[config.mk]
export PLATFORM = sky130hd
export DESIGN_NAME = read_capture_fifo
export DESIGN_NICKNAME = d
export VERILOG_FILES = /design/src/rtl/rdcap_pkg.sv /design/src/rtl/rdcap_fifo.sv /design/src/rtl/read_capture_fifo.sv
export SDC_FILE = /design/constraint.sdc
export NUM_CORES = 1
export LEC_CHECK = 0
export ABC_CLOCK_PERIOD_IN_PS = 1700
export CAP_MARGIN = 30
export CORE_MARGIN = 3
export CORE_UTILIZATION = 40
export CTS_CLUSTER_SIZE = 16
export DETAILED_ROUTE_END_ITERATION = 16
export PLACE_DENSITY = 0.69
export SETUP_SLACK_MARGIN = 0.4
export SLEW_MARGIN = 20
export SYNTH_ARGS = -nofsm -noshare
export SYNTH_HDL_FRONTEND = slang
export SYNTH_SLANG_ARGS = --single-unit
[constraint.sdc]
create_clock -name clk -period 1.7 [get_ports clk]
set_input_delay 0.17 -clock clk [delete_from_list [all_inputs] [get_ports clk]]
set_output_delay 0.17 -clock clk [all_outputs]
set_load 0.02 [all_outputs]
[src/rtl/rdcap_pkg.sv]
// Shared types for the read-capture FIFO: capture FSM state and the queued record layout.
package rdcap_pkg;

  localparam int unsigned RDCAP_DW = 8;
  localparam int unsigned RDCAP_CW = 4;

  // One-hot capture states
  typedef enum logic [1:0] {
    StIdle   = 2'b01,
    StActive = 2'b10
  } rdcap_state_e;

  typedef struct packed {
    logic [RDCAP_DW-1:0] data;
    logic [RDCAP_CW-1:0] cycles;
  } rdcap_rec_t;

endpackage

[src/rtl/rdcap_fifo.sv]
// Synchronous FIFO with extra-MSB pointers; a push while full is taken only alongside a pop.
module rdcap_fifo #(
  parameter int unsigned W     = 8,
  parameter int unsigned DEPTH = 4
) (
  input  logic         clk,
  input  logic         rstn,
  input  logic         i_push,
  input  logic         i_pop,
  input  logic [W-1:0] i_wdata,
  output logic [W-1:0] o_rdata,
  output logic         o_full,
  output logic         o_empty
);

  localparam int unsigned AW = $clog2(DEPTH);

  logic [AW:0]  r_wptr, r_rptr;
  logic [W-1:0] r_mem [DEPTH];
  logic         w_wr, w_rd;

  assign o_empty = (r_wptr == r_rptr);
  assign o_full  = (r_wptr[AW] != r_rptr[AW]) && (r_wptr[AW-1:0] == r_rptr[AW-1:0]);
  assign w_rd    = i_pop & ~o_empty;
  assign w_wr    = i_push & (~o_full | w_rd);
  assign o_rdata = r_mem[r_rptr[AW-1:0]];

  always_ff @(posedge clk or negedge rstn) begin
    if (!rstn) begin
      r_wptr <= '0;
      r_rptr <= '0;
    end else begin
      if (w_wr) r_wptr <= r_wptr + 1'b1;
      if (w_rd) r_rptr <= r_rptr + 1'b1;
    end
  end

  always_ff @(posedge clk) begin
    if (w_wr) r_mem[r_wptr[AW-1:0]] <= i_wdata;
  end

endmodule

[src/rtl/read_capture_fifo.sv]
// Captures read data and rd-cycle counts per transaction into a FIFO.
// Optional cycle statistics enabled by defining RDCAP_STATS_EN.
module read_capture_fifo
  import rdcap_pkg::*;
#(
  parameter int unsigned DW    = RDCAP_DW,
  parameter int unsigned DEPTH = 4,
  parameter int unsigned CW    = RDCAP_CW
) (
  input  logic          clk,
  input  logic          rstn,
  input  logic          rd,
  input  logic          ds,
  input  logic [DW-1:0] rdata,
  output logic          out_valid,
  input  logic          out_ready,
  output logic [DW-1:0] out_data,
  output logic [CW-1:0] out_cycles,
  output logic          full,
  output logic          ovf,
  output logic          perr
);

  rdcap_state_e  r_state;
  logic [DW-1:0] r_hold;
  logic          r_ovf, r_perr;
  logic          w_push, w_pop, w_full, w_empty;
  logic [DW-1:0] w_push_data;

  assign out_valid   = ~w_empty;
  assign full        = w_full;
  assign ovf         = r_ovf;
  assign perr        = r_perr;
  assign w_pop       = out_valid & out_ready;
  // A ds in IDLE only pushes when it coincides with a single-cycle read
  assign w_push      = ds & ((r_state == StActive) | rd);
  assign w_push_data = rd ? rdata : r_hold;

  always_ff @(posedge clk or negedge rstn) begin
    if (!rstn) begin
      r_state <= StIdle;
      r_hold  <= '0;
      r_ovf   <= 1'b0;
      r_perr  <= 1'b0;
    end else begin
      if (rd) r_hold <= rdata;
      if (w_push & w_full & ~w_pop) r_ovf <= 1'b1;
      unique case (r_state)
        StIdle: begin
          if (rd & ~ds) r_state <= StActive;
          if (ds & ~rd) r_perr <= 1'b1;
        end
        StActive: if (ds) r_state <= StIdle;
        default:  r_state <= rdcap_state_e'('x);
      endcase
    end
  end

`ifdef RDCAP_STATS_EN
  localparam int unsigned RecW = DW + CW;

  logic [CW-1:0]   r_cnt, w_cnt_inc, w_push_cnt;
  logic [RecW-1:0] w_wdata, w_rdata;

  assign w_cnt_inc = (&r_cnt) ? r_cnt : r_cnt + 1'b1;
  // A same-cycle rd folds into the pushed record
  assign w_push_cnt = (r_state == StActive) ? (rd ? w_cnt_inc : r_cnt) : CW'(1);

  always_ff @(posedge clk or negedge rstn) begin
    if (!rstn) begin
      r_cnt <= '0;
    end else if (rd) begin
      r_cnt <= (r_state == StActive) ? w_cnt_inc : CW'(1);
    end
  end

  assign w_wdata    = {w_push_data, w_push_cnt};
  assign out_data   = out_valid ? w_rdata[RecW-1:CW] : '0;
  assign out_cycles = out_valid ? w_rdata[CW-1:0] : '0;
`else
  localparam int unsigned RecW = DW;

  logic [RecW-1:0] w_wdata, w_rdata;

  assign w_wdata    = w_push_data;
  assign out_data   = out_valid ? w_rdata : '0;
  assign out_cycles = '0;
`endif

  rdcap_fifo #(
    .W     (RecW),
    .DEPTH (DEPTH)
  ) u_fifo (
    .clk     (clk),
    .rstn    (rstn),
    .i_push  (w_push),
    .i_pop   (w_pop),
    .i_wdata (w_wdata),
    .o_rdata (w_rdata),
    .o_full  (w_full),
    .o_empty (w_empty)
  );

endmodule

# Word-level counts from Yosys, hierarchy flattened
# Memories as Yosys holds them, arrays and structs flattened.
# Index checks and enable logic that the tools add are counted.
# totals
reg_bits	18
out_inout_bits	16
mem_count	1
mem_bits_rw	32
latch_bits	0
rom_bits	0
in_bits	13
# mem_list
name	words	width	read_ports	rd_clocked_by_memory_dff	write_ports	line	rtl
u_fifo.r_mem	4	8	1	0	1	rdcap_fifo.sv:19	logic [W-1:0] r_mem [DEPTH];
# op_classes
div	0
muxes	7
bitwise_logic	15
n_lt_le_gt_ge	0
reduce_logical	3
n_addsub	2
shift	0
eq_ne	7
n_mul	0
# ops
op	n
8-bit two-way mux	2
1-bit bitwise AND	8
3-bit by 1-bit adder with 3-bit output (second input constant)	2
1-bit NOT	5
2-bit two-way mux	2
2-bit != test (second input constant)	2
2-bit case mux with 2 select lines	1
2-bit AND reduction	2
3-bit equality test	1
2-bit by 1-bit equality test with 1-bit output (second input constant)	1
2-bit equality test	1
2-bit equality test (second input constant)	1
1-bit two-way mux	2
1-bit OR	2
1-bit logical AND	1
1-bit != test	1

# Depth between registers and ports, before layout
# Gate-level depths: netlist of run 1.
# logic_depth
word_depth	8
mapped_depth	6
mapped_depth_nobuf	4

# Modules after synthesis
# A second synthesis of run 1 with hierarchy kept.
# hier_totals
hier_cells	137
hier_area_um2	2194.6
# modules_own_cells
module	cells_each	n_inst	area_per_inst_um2	seq_area_each_um2
rdcap_fifo	89	1	1607.8	1111.1
read_capture_fifo	48	1	586.8	301.5

# Worst setup path after synthesis of run 1
# No wires, ideal clock.
# synth_path
kind	register to register
from	reg u_fifo.r_rptr[2]
to	mem u_fifo.r_mem[1][0] (enable)
setup_slack_ns	0.018
path_stages_with_launch	5
arrival_ns	1.351
required_ns	1.368
setup_ns	0.332
path_cell_list	dfrtp_1 > xnor2_1 > and4bb_4 > nor2_4 > and2_1
# synth_between
elab_chain_len	8
word_cells_on_any_way	11
classes_between	eq/ne (2); mux (2); bitwise (6); reduce/logical (1)
# synth_rtl
item	line	rtl
start: declaration	rdcap_fifo.sv:18	logic [AW:0] r_wptr, r_rptr;
start signal: assignment	rdcap_fifo.sv:34	if (w_rd) r_rptr <= r_rptr + 1'b1;
3-bit equality test	rdcap_fifo.sv:22	assign o_empty = (r_wptr == r_rptr);
1-bit NOT	rdcap_fifo.sv:24, read_capture_fifo.sv:30	
1-bit bitwise AND	read_capture_fifo.sv:34	assign w_pop = out_valid & out_ready;
1-bit bitwise AND	rdcap_fifo.sv:24	assign w_rd = i_pop & ~o_empty;
1-bit OR *	rdcap_fifo.sv:25	assign w_wr = i_push & (~o_full | w_rd);
1-bit bitwise AND *	rdcap_fifo.sv:25	
1-bit two-way mux *	rdcap_fifo.sv:39	if (w_wr) r_mem[r_wptr[AW-1:0]] <= i_wdata;
1-bit two-way mux (implied by the code) *	rdcap_fifo.sv:39	
end: declaration	rdcap_fifo.sv:19	
# Mark *: on every way between the ends. The rest lies on a longest branch, timed or not.

# Worst setup path after layout of run 1
# layout_path
from	reg u_fifo.r_rptr[0]
to	out out_data[3]
# layout_between
elab_chain_len	2
word_cells_on_any_way	3
classes_between	eq/ne (1); mux (1); memory (1)
# layout_rtl
item	line	rtl
memory read 4 x 8 bit / 3-bit equality test (equally long branches)	n/a	
8-bit two-way mux *	read_capture_fifo.sv:86	assign out_data = out_valid ? w_rdata : '0;
end: declaration	read_capture_fifo.sv:17	output logic [DW-1:0] out_data,
# Marks and branches as above.

==> results.md, run 1 <==
* Share of post-route cells with drive strength above 1 at 0.5115
* Grt ovf at 0
* Placement Rows at 26
* Startpoint Class: flop
* R2R Path Start: u_fifo.r_rptr[0]$_DFFE_PN0P_
* ANT nets after route at 0
* Syn avg cell area at 17.58 um^2
* Number of diodes at 0
* Largest net degree at the start of global routing at 19
* Worst endpoint required time at 1530 ps
* Overall Power at around 5100 uW
* Max Cap Viol at 0
* CP Capture Type: primary output
* Initial Util at 0.4172
* DRC violations left at 0
* Data arrival, critical path at 1620 ps
* Period utilization at 1.052
* Average routed wire per standard cell at about 16 um
* Failing checks: negative setup slack
* Reg2reg setup slack at -40 ps
* Core area at 5140 um^2
* RSZ-0062 raised after global routing: yes
* CTS tree: yes
* Met1 Resource Use GR at 0.1770
* Final Hold Vio Count at 0
* Slew Viols, Final at 0
* Leading area contributor after synthesis: edfxtp_1
* Min Tclk post-route at 1789 ps
* CP delay by family, top: multiplexers
* Post-synth EDFFs at 32
* Global route hottest layer: met2
* CTS Buffer Depth at 2
* Root Buffer: clkbuf_8
* Vias in the first global route at 1293
* Final worst slack at -88.82 ps
* Starting DRT DRC Count at 33
* Placed insts at 232
* Worst-path cell chain: buf_6 > mux4_2 > and2_4 > buf_6
* Seq cells post-synth at 50
* Ys flop type: edfxtp_1
* Achievable frequency at around 0.56 GHz
* Die Ht at roughly 80 um
* WL final at 3942 um
* Netlist cell types at 31
* Routability cong. at between 0.7 and 0.8
* Fin cells at 244
* Top cells by area, synth: edfxtp_1 (45%), dfrtp_1 (20%), mux4_1 (6.1%)
* Crit path buf inv count at 2
* Hpwl dp at 2821 um
* Critical path's slowest cell: mux4_2
* Crit Path Max Fanout at 5
* CTS buffer count at 5
* Vias/cell at 4.770
* Yosys synthesis warning count at 0
* CP most frequent cell: buf_6
* I/O Pins at 29
* Post-Syn Area at 2145 um^2
* M3 GR Usage at 0.02834
* Hold Crit Class: input pin to asynchronous set/reset pin
* Critical path class: flop to primary output
* Max VDD drop at a little under 1 mV
* Nets at 192
* CP max stage delay at 490 ps
* Ys async rst share at 0.3600
* R2R depth at 6
* H-tree depth at 2
* Via Count at roughly 1.2k
* I/O Buffers at 24
* Chip width at 79.22 um
* Status: finished with violations
* Worst skew pair latency at 300 ps
* Tot GR Track Use at 0.1418
* Router iterations before antenna repair at 4
* Worst-path clk slew at 80 ps
* Leak at about 0.0011 uW
* Post-synth top area share at 0.4481
* Post-synthesis sequential area ratio at 0.6587
* Area growth syn-to-layout at 32.85%
* Power Density at 1774 nW/um^2
* # clock sinks at 50
* Worst flop-to-flop path endpoint: u_fifo.r_mem[1][1]$_DFFE_PP_
* First-pass GRT wire length at 6589 um
* Synth Instances at 122
* M2 GR Usage at 0.2492
* Hold_buf cts at 0
* Initial antenna violation count at 0
* Die ar. at approximately 6300 um^2
* Final Setup Violations at 32
* Clock skew at between 5 and 6 ps
-- metrics by stage --
stage / hold slack [ps] / cell area (um^2) / setup TNS (ps) / util / setup WS [ps]
floorplan: -125.6 / 2216 / 0 / - / 111.5
global route: 215.6 / 2849 / -3837 / 0.5543 / -166.5
finish: 203.2 / 2849 / -1289 / 0.5543 / -88.82
global placement: 450.1 / 2634 / -1743 / 0.5124 / -191.5
CTS: 209.3 / 2781 / -2620 / 0.5411 / -110.4
detailed placement: 488.8 / 2634 / -3360 / 0.5124 / -241.2
-- report_power, final --
part | internal, uW | switching (uW) | total, uW
Sequential | 1500 | 113 | 1610
Clock | 282 | 360 | 643
Combinational | 1630 | 1170 | 2800
Total | 3410 | 1640 | 5050
-- worst max path at each step --
| stage | to | startpoint | depth (start not counted) | slack (ps) |
|---|---|---|---|---|
| after floorplan | u_fifo.r_mem[3][0]$_DFFE_PP_ | u_fifo.r_rptr[0]$_DFFE_PN0P_ | 4 | 110 |
| after global placement | out_data[3] | u_fifo.r_rptr[0]$_DFFE_PN0P_ | 4 | -190 |
| after detailed placement | out_data[7] | u_fifo.r_rptr[0]$_DFFE_PN0P_ | 4 | -240 |
| after CTS | out_data[7] | u_fifo.r_rptr[0]$_DFFE_PN0P_ | 4 | -110 |
| after global routing | out_data[3] | u_fifo.r_rptr[0]$_DFFE_PN0P_ | 4 | -170 |
| final | out_data[3] | u_fifo.r_rptr[0]$_DFFE_PN0P_ | 4 | -90 |
-- cell usage after synthesis, drive strengths merged, types with 2 or more instances --
cell    number
inv          4
nor2b        2
mux2        10
buf          8
edfxtp      32
ha           5
nand2        4
and2        11
xor2         2
nor2         3
dfrtp       17
o21ai        2
mux4         8
xnor2        5
-- registers in the layout (all words and copies together), names as in the netlist --
name,cells
u_fifo.r_mem,32
r_hold,8
u_fifo.r_rptr,3
u_fifo.r_wptr,3
r_state,2
ovf,1
perr,1
-- kinds of logic after synthesis --
group / Yosys count / synth area share
AOI/OAI and AO/OA: 5 / 0.02042
xor gates and xnor gates: 7 / 0.03209
adders and majority gates: 5 / 0.02917
buffers and inverters: 12 / 0.03558
DFF: 50 / 0.6587
muxes: 18 / 0.1470
other: 1 / 0.001749
and+or+nand+nor: 24 / 0.07526
-- per-layer routing --
metal	part of all wire	wire length (um)
met1	0.42	1665
met2	0.53	2104
met3	0.030	120
met4	0.013	52
met5	0	0
-- layout make-up --
class / instances / area, um^2
Inverter: 4 / 15.01
Clock buffer: 6 / 72.57
Sequential cell: 50 / 1413
Fill cell: 444 / 2291
Clock inverter: 1 / 7.507
Multi-Input combinational cell: 63 / 763.2
Timing Repair Buffer: 50 / 490.5
Tap cell: 70 / 87.58
-- worst reg2reg max path: cells and delay by family (launching register included) --
| kind | cells | cell delay [ps] |
|---|---|---|
| simple gates | 3 | 630 |
| buf+inv | 2 | 280 |
| flops | 1 | 410 |
| xor+xnor | 1 | 130 |
-- placed cells by master, fill, tap and decap left out, types with 2 or more instances in the layout --
| master | Yosys | final |
|---|---|---|
| edfxtp_1 | 32 | 32 |
| buf_6 | 2 | 22 |
| dfrtp_1 | 17 | 17 |
| buf_4 | 4 | 14 |
| clkdlybuf4s50_1 | 0 | 12 |
| and2_4 | 0 | 11 |
| mux4_2 | 3 | 8 |
| mux2_2 | 9 | 8 |
| ha_1 | 5 | 5 |
| clkbuf_8 | 0 | 5 |
| xnor2_2 | 1 | 4 |
| inv_1 | 4 | 4 |
| conb_1 | 1 | 4 |
| nand2_4 | 0 | 2 |
| nor2b_1 | 2 | 2 |
| nand2_1 | 4 | 2 |
| mux2_4 | 1 | 2 |
| dlygate4sd2_1 | 0 | 2 |
-- repair_timing --
item | in CTS | in global routing
pin swaps | 4 | 6
buffers inserted | 2 | 3
setup endpoints to repair | 51 | 61
resized for setup | 76 | 13
(Power assumes the default switching activity.)
==> run 2: changes to the inputs <==
--- a/config.mk
+++ b/config.mk
@@ -11,7 +11,7 @@
 export CORE_UTILIZATION = 40
 export CTS_CLUSTER_SIZE = 16
 export DETAILED_ROUTE_END_ITERATION = 16
-export PLACE_DENSITY = 0.69
+export PLACE_DENSITY = 0.67
 export SETUP_SLACK_MARGIN = 0.4
 export SLEW_MARGIN = 20
 export SYNTH_ARGS = -nofsm -noshare
==> run 2 against run 1 <==
Against the previous run:
- the run still ends with negative setup slack left
- clock power up 7.9%
- flip-flop and latch count unchanged
- clock skew shrank 2.3 ps
- sequential power about the same
- register-to-register slack is essentially flat
- sequential share of layout area is 0.60 points lower
- die area stayed put
- worst setup slack better by 7.5 ps
- final area is 1.2% higher
- worst hold slack worse by 45 ps
- non-clock buffer count up 1
- critical path type unchanged
- critical endpoint is now out_data[1]
==> results.md, run 2 (synthesis results as in run 1) <==
* Crit Path Max Fanout at 5
* Commonest non-fill, non-tap cell in the layout: edfxtp_1
* Period utilization at 1.048
* First-pass GRT wire length at 6693 um
* Starting DRT DRC Count at 91
* Critical path class: flop to primary output
* Leak at roughly 0.0012 uW
* Tot GR Track Use at 0.1426
* Via Count at 1171
* WL final at 4112 um
* Hpwl dp at 2886 um
* Worst-path clk slew at 80 ps
* Util after Layout at 0.5611
* Achievable frequency at 0.5614 GHz
* Routability cong. at roughly 0.75
* Status: finished with violations
* Root Buffer: clkbuf_8
* Area of the multi-input gates at 767.0 um^2
* Min Tclk post-route at 1781 ps
* Vias/cell at 4.760
* Max Cap Viol at 0
* I/O Pins at 29
* Clock skew at 3.662 ps
* Min Hold Slack at 158.0 ps
* Placement Rows at 26
* Int Pwr at approximately 3600 uW
* Largest register FFs at 32
* Final Hold Vio Count at 0
* CTS tree: yes
* CTS Buffer Depth at 2
* DRC violations left at 0
* Fillers at 456
* Nets at just under 200
* Chip width at 79.22 um
* Die ar. at about 6300 um^2
* Final worst slack at -81.32 ps
* Worst skew pair latency at 300 ps
* Register area at about 1400 um^2
* Switching Power at 1712 uW
* Startpoint Class: flop
* Post-DP Area at 2654 um^2
* Initial Util at 0.4172
* Clock Power Share at 0.132
* R2R depth at 6
* Average routed wire per standard cell at 16.72 um
* Comb pwr share at 0.564
* ANT nets after route at 0
* Power Density at 1827 nW/um^2
* # clock sinks at 50
* Number of diodes at 0
* Hold Crit Class: input pin to asynchronous set/reset pin
* CP Capture Type: primary output
* Die Ht at roughly 79 um
* RSZ-0062 raised after global routing: yes
* CTS buffer count at 5
* Data arrival, critical path at 1610 ps
* Initial antenna violation count at 0
* Router iterations before antenna repair at 4
* Largest net degree at the start of global routing at 15
* I/O Buffers at 24
* Slew Viols, Final at 0
* Core area at 5140 um^2
* Switching share of total power at 0.3250
* Vias in the first global route at 1370
* Grt ovf at 0
* Area growth syn-to-layout at 34.48%
* Commonest cells after routing, fill and taps aside: edfxtp_1 (32), buf_6 (18), buf_4 (17), dfrtp_1 (17)
* Share of post-route cells with drive strength above 1 at 0.5114
* Final Instance Area at approximately 2900 um^2
* Flop pwr share at 0.304
* H-tree depth at 2
* Max VDD drop at 0.9540 mV
* Failing checks: negative setup slack
* Worst endpoint required time at 1530 ps
* Setup TNS Final at -1682 ps
* Final Setup Violations at 34
==> run 2: area by class of cell <==
| type | instances | area share |
|---|---|---|
| clock inverter | 1 | 0.001735 |
| tap | 70 | 0.03037 |
| sequential | 50 | 0.4898 |
| inverter | 4 | 0.005206 |
| clock buffer | 7 | 0.02993 |
| multi-input combinational | 63 | 0.2659 |
| timing repair buffer | 51 | 0.1770 |
==> run 2: what timing repair did <==
| item | 4_1_cts | 5_1_grt |
|---|---|---|
| resized for setup | 77 | 9 |
| pin swaps | 3 | 4 |
| setup endpoints to repair | 51 | 69 |
| hold buffers | 0 | 0 |
| setup buffers | 1 | 4 |
==> run 2: metrics by stage <==
step           setup slack, ps  power [uW]  cells
2_1_floorplan            111.5        3072    125
3_3_place_gp            -191.4        3942    233
3_5_place_dp            -211.8        4027    233
4_1_cts                 -104.1        5003    242
5_1_grt                 -167.7        5559    246
6_report                -81.32        5268    246
==> run 2: worst paths after layout <==
check | start | slack (ps) | endpoint
min in group clk | rd | 440 | ovf$_DFFE_PN0P_
setup reg to reg | u_fifo.r_rptr[0]$_DFFE_PN0P_ | -50 | u_fifo.r_mem[0][6]$_DFFE_PP_
hold reg to reg | perr$_DFFE_PN0P_ | 500 | perr$_DFFE_PN0P_
setup / recovery | u_fifo.r_rptr[0]$_DFFE_PN0P_ | -80 | out_data[1]
hold / removal | rstn | 160 | u_fifo.r_wptr[0]$_DFFE_PN0P_
max in group asynchronous | rstn | 1030 | r_hold[5]$_DFF_PN0_
==> run 2: metal layers <==
metal  track usage  vias up  wire, um
li1              -      541         -
met4       0.06357        0        57
met3       0.03741        5       200
met2        0.2458       30      2130
met5             0        -         0
met1        0.1667      595      1724
==> run 2: power by group through the flow <==
stage | combinational [uW] | clock, uW | sequential [uW]
global placement | 2330 | 0 | 1610
floorplan | 1460 | 0 | 1610
detailed placement | 2410 | 0 | 1620
CTS | 2680 | 710 | 1610
finish | 2970 | 694 | 1600
global route | 3170 | 765 | 1620
==> run 2: critical path, cell delays in order, from the launching register on <==
cell	delay (ps)
dfrtp_1	390
buf_6	160
mux4_2	490
and2_4	160
buf_6	120
==> run 3: changes to the inputs <==
--- a/config.mk
+++ b/config.mk
@@ -12,7 +12,7 @@
 export CTS_CLUSTER_SIZE = 16
 export DETAILED_ROUTE_END_ITERATION = 16
 export PLACE_DENSITY = 0.67
-export SETUP_SLACK_MARGIN = 0.4
+export SKIP_LAST_GASP = 1
 export SLEW_MARGIN = 20
 export SYNTH_ARGS = -nofsm -noshare
 export SYNTH_HDL_FRONTEND = slang
==> run 3 against run 2 <==
Against the previous run:
- the flow still finishes with violations (negative setup slack)
- final area is 2.7% lower
- register-to-register slack got worse by 50 ps
- first-iteration DRC count up 70%
- via count down 2.3%
- core utilization is 1.5 points lower
- largest cell class unchanged
- worst setup slack lost 28 ps
- critical path depth is the same
- combinational power down 18%
- wire length fell by 6.5%
- sequential share of layout area is 1.4 points higher
- non-clock buffer count shrank 1
- critical path type unchanged
- largest power group unchanged
- maximum frequency shrank 1.6%
==> results.md, run 3 (synthesis results as in run 1) <==
* Nets at 192
* Routability cong. at 0.7192
* Max Cap Viol at 0
* H-tree depth at 2
* Clock skew at roughly 10 ps
* RSZ-0062 raised after global routing: yes
* CTS Buffer Depth at 2
* Startpoint Class: flop
* R2R depth at 7
* Max VDD drop at approximately 0.76 mV
* First-pass GRT wire length at between 6000 and 7000 um
* Final Instance Area at 2805 um^2
* Worst skew pair latency at 300 ps
* Status: finished with violations
* Commonest non-fill, non-tap cell in the layout: edfxtp_1
* Switching share of total power at 0.3127
* Placement Rows at 26
* Post-DP Area at 2623 um^2
* Starting DRT DRC Count at 155
* Via Count at 1144
* I/O Pins at 29
* Data arrival, critical path at 1640 ps
* Vias in the first global route at about 1.2k
* WL final at 3843 um
* Number of diodes at 0
* Critical path class: flop to primary output
* CTS tree: yes
* Grt ovf at 0
* Worst endpoint required time at roughly 1500 ps
* Leak at between 0.001 and 0.0015 uW
* Flop pwr share at 0.327
* Router iterations before antenna repair at 6
* Average routed wire per standard cell at 15.69 um
* Switching Power at between 1500 and 2000 uW
* Final Hold Vio Count at 0
* DRC violations left at 0
* Achievable frequency at 0.5526 GHz
* Crit Path Max Fanout at 4
* Int Pwr at 3364 uW
* Chip width at a little under 80 um
* Slew Viols, Final at 0
* Failing checks: negative setup slack
* Commonest cells after routing, fill and taps aside: edfxtp_1 (32), buf_4 (19), dfrtp_1 (17)
* Worst-path clk slew at 90 ps
* Root Buffer: clkbuf_8
* Area growth syn-to-layout at 30.81%
* Tot GR Track Use at 0.1391
* ANT nets after route at 0
* Period utilization at 1.065
* CP Capture Type: primary output
* Initial Util at 0.4172
* Die ar. at 6276 um^2
* Share of post-route cells with drive strength above 1 at 0.4514
* Hold_buf cts at 0
* Core area at 5140 um^2
* I/O Buffers at 24
* Largest register FFs at 32
* Final Setup Violations at 41
* Comb pwr share at 0.496
* CTS buffer count at 5
* Min Tclk post-route at 1810 ps
* Hpwl dp at ~2800 um
* Hold Crit Class: input pin to asynchronous set/reset pin
* Power Density at approximately 1700 nW/um^2
* Clock Power Share at 0.177
* Initial antenna violation count at 0
* Min Hold Slack at between 150 and 200 ps
* Final worst slack at -109.8 ps
* Largest net degree at the start of global routing at 19
* Vias/cell at 4.669
* # clock sinks at 50
* Die Ht at 79.22 um
==> run 3: changes by cell type in the layout (fill, tap and decap cells not counted), sizes merged <==
cell and change:
dlygate4sd2 -2, dlymetal6s2s -1, clkbuf -1, bufinv +1
buf -1, inv +1, clkdlybuf4s50 +3, clkinv -1
==> run 3: final timing paths <==
kind,from,endpoint,slack [ps]
max,u_fifo.r_rptr[0]$_DFFE_PN0P_,out_data[5],-110
min,rstn,r_hold[5]$_DFF_PN0_,190
max reg2reg,u_fifo.r_rptr[0]$_DFFE_PN0P_,u_fifo.r_mem[2][1]$_DFFE_PP_,-100
min reg2reg,ovf$_DFFE_PN0P_,ovf$_DFFE_PN0P_,470
max in group asynchronous,rstn,r_state[0]$_DFFE_PN1P_,1240
min in group clk,ovf$_DFFE_PN0P_,ovf$_DFFE_PN0P_,470
==> run 3: stage by stage <==
stage / utilization / instances / TNS [ps] / power, uW / setup slack, ps
2_1_floorplan: - / 125 / 0 / 2794 / 17.76
3_3_place_gp: 0.5102 / 236 / -2861 / 3699 / -215.9
3_5_place_dp: 0.5102 / 236 / -3130 / 3749 / -224.1
4_1_cts: 0.5416 / 245 / -3750 / 4880 / -121.9
5_1_grt: 0.5458 / 245 / -5344 / 5188 / -177.1
6_report: 0.5458 / 245 / -3073 / 4895 / -109.8
==> run 3: routing by layer <==
layer  part of all wire  vias to the layer above  GRT usage
li1                   -                      541          -
met1               0.40                      567     0.1654
met2               0.53                       31     0.2382
met3              0.055                        5    0.03741
met4              0.017                        0    0.05670
met5                  0                        -          0
==> run 3: area by class of cell <==
| class | count | area (um^2) |
|---|---|---|
| fill | 449 | 2335 |
| sequential | 50 | 1413 |
| multi-input combinational | 63 | 691.9 |
| timing repair buffer | 50 | 476.7 |
| tap | 70 | 87.58 |
| clock buffer | 6 | 82.58 |
| clock inverter | 2 | 38.79 |
| inverter | 4 | 15.01 |
==> run 3: timing repair <==
action,CTS,global route
resized for setup,74,6
setup buffers,1,0
setup endpoints to repair,43,45
pin swaps,8,1
==> run 3: power groups by stage <==
stage | clock network (uW) | logic, uW | registers, uW
after floorplan | 0 | 1200 | 1600
after global routing | 956 | 2610 | 1620
final | 866 | 2430 | 1600
after global placement | 0 | 2100 | 1600
after CTS | 893 | 2390 | 1590
after detailed placement | 0 | 2140 | 1610
==> run 3: worst max-delay path, stage by stage (launching register included) <==
cell,delay [ps]
dfrtp_1,400
buf_6,150
mux4_2,510
and2_4,160
buf_6,120
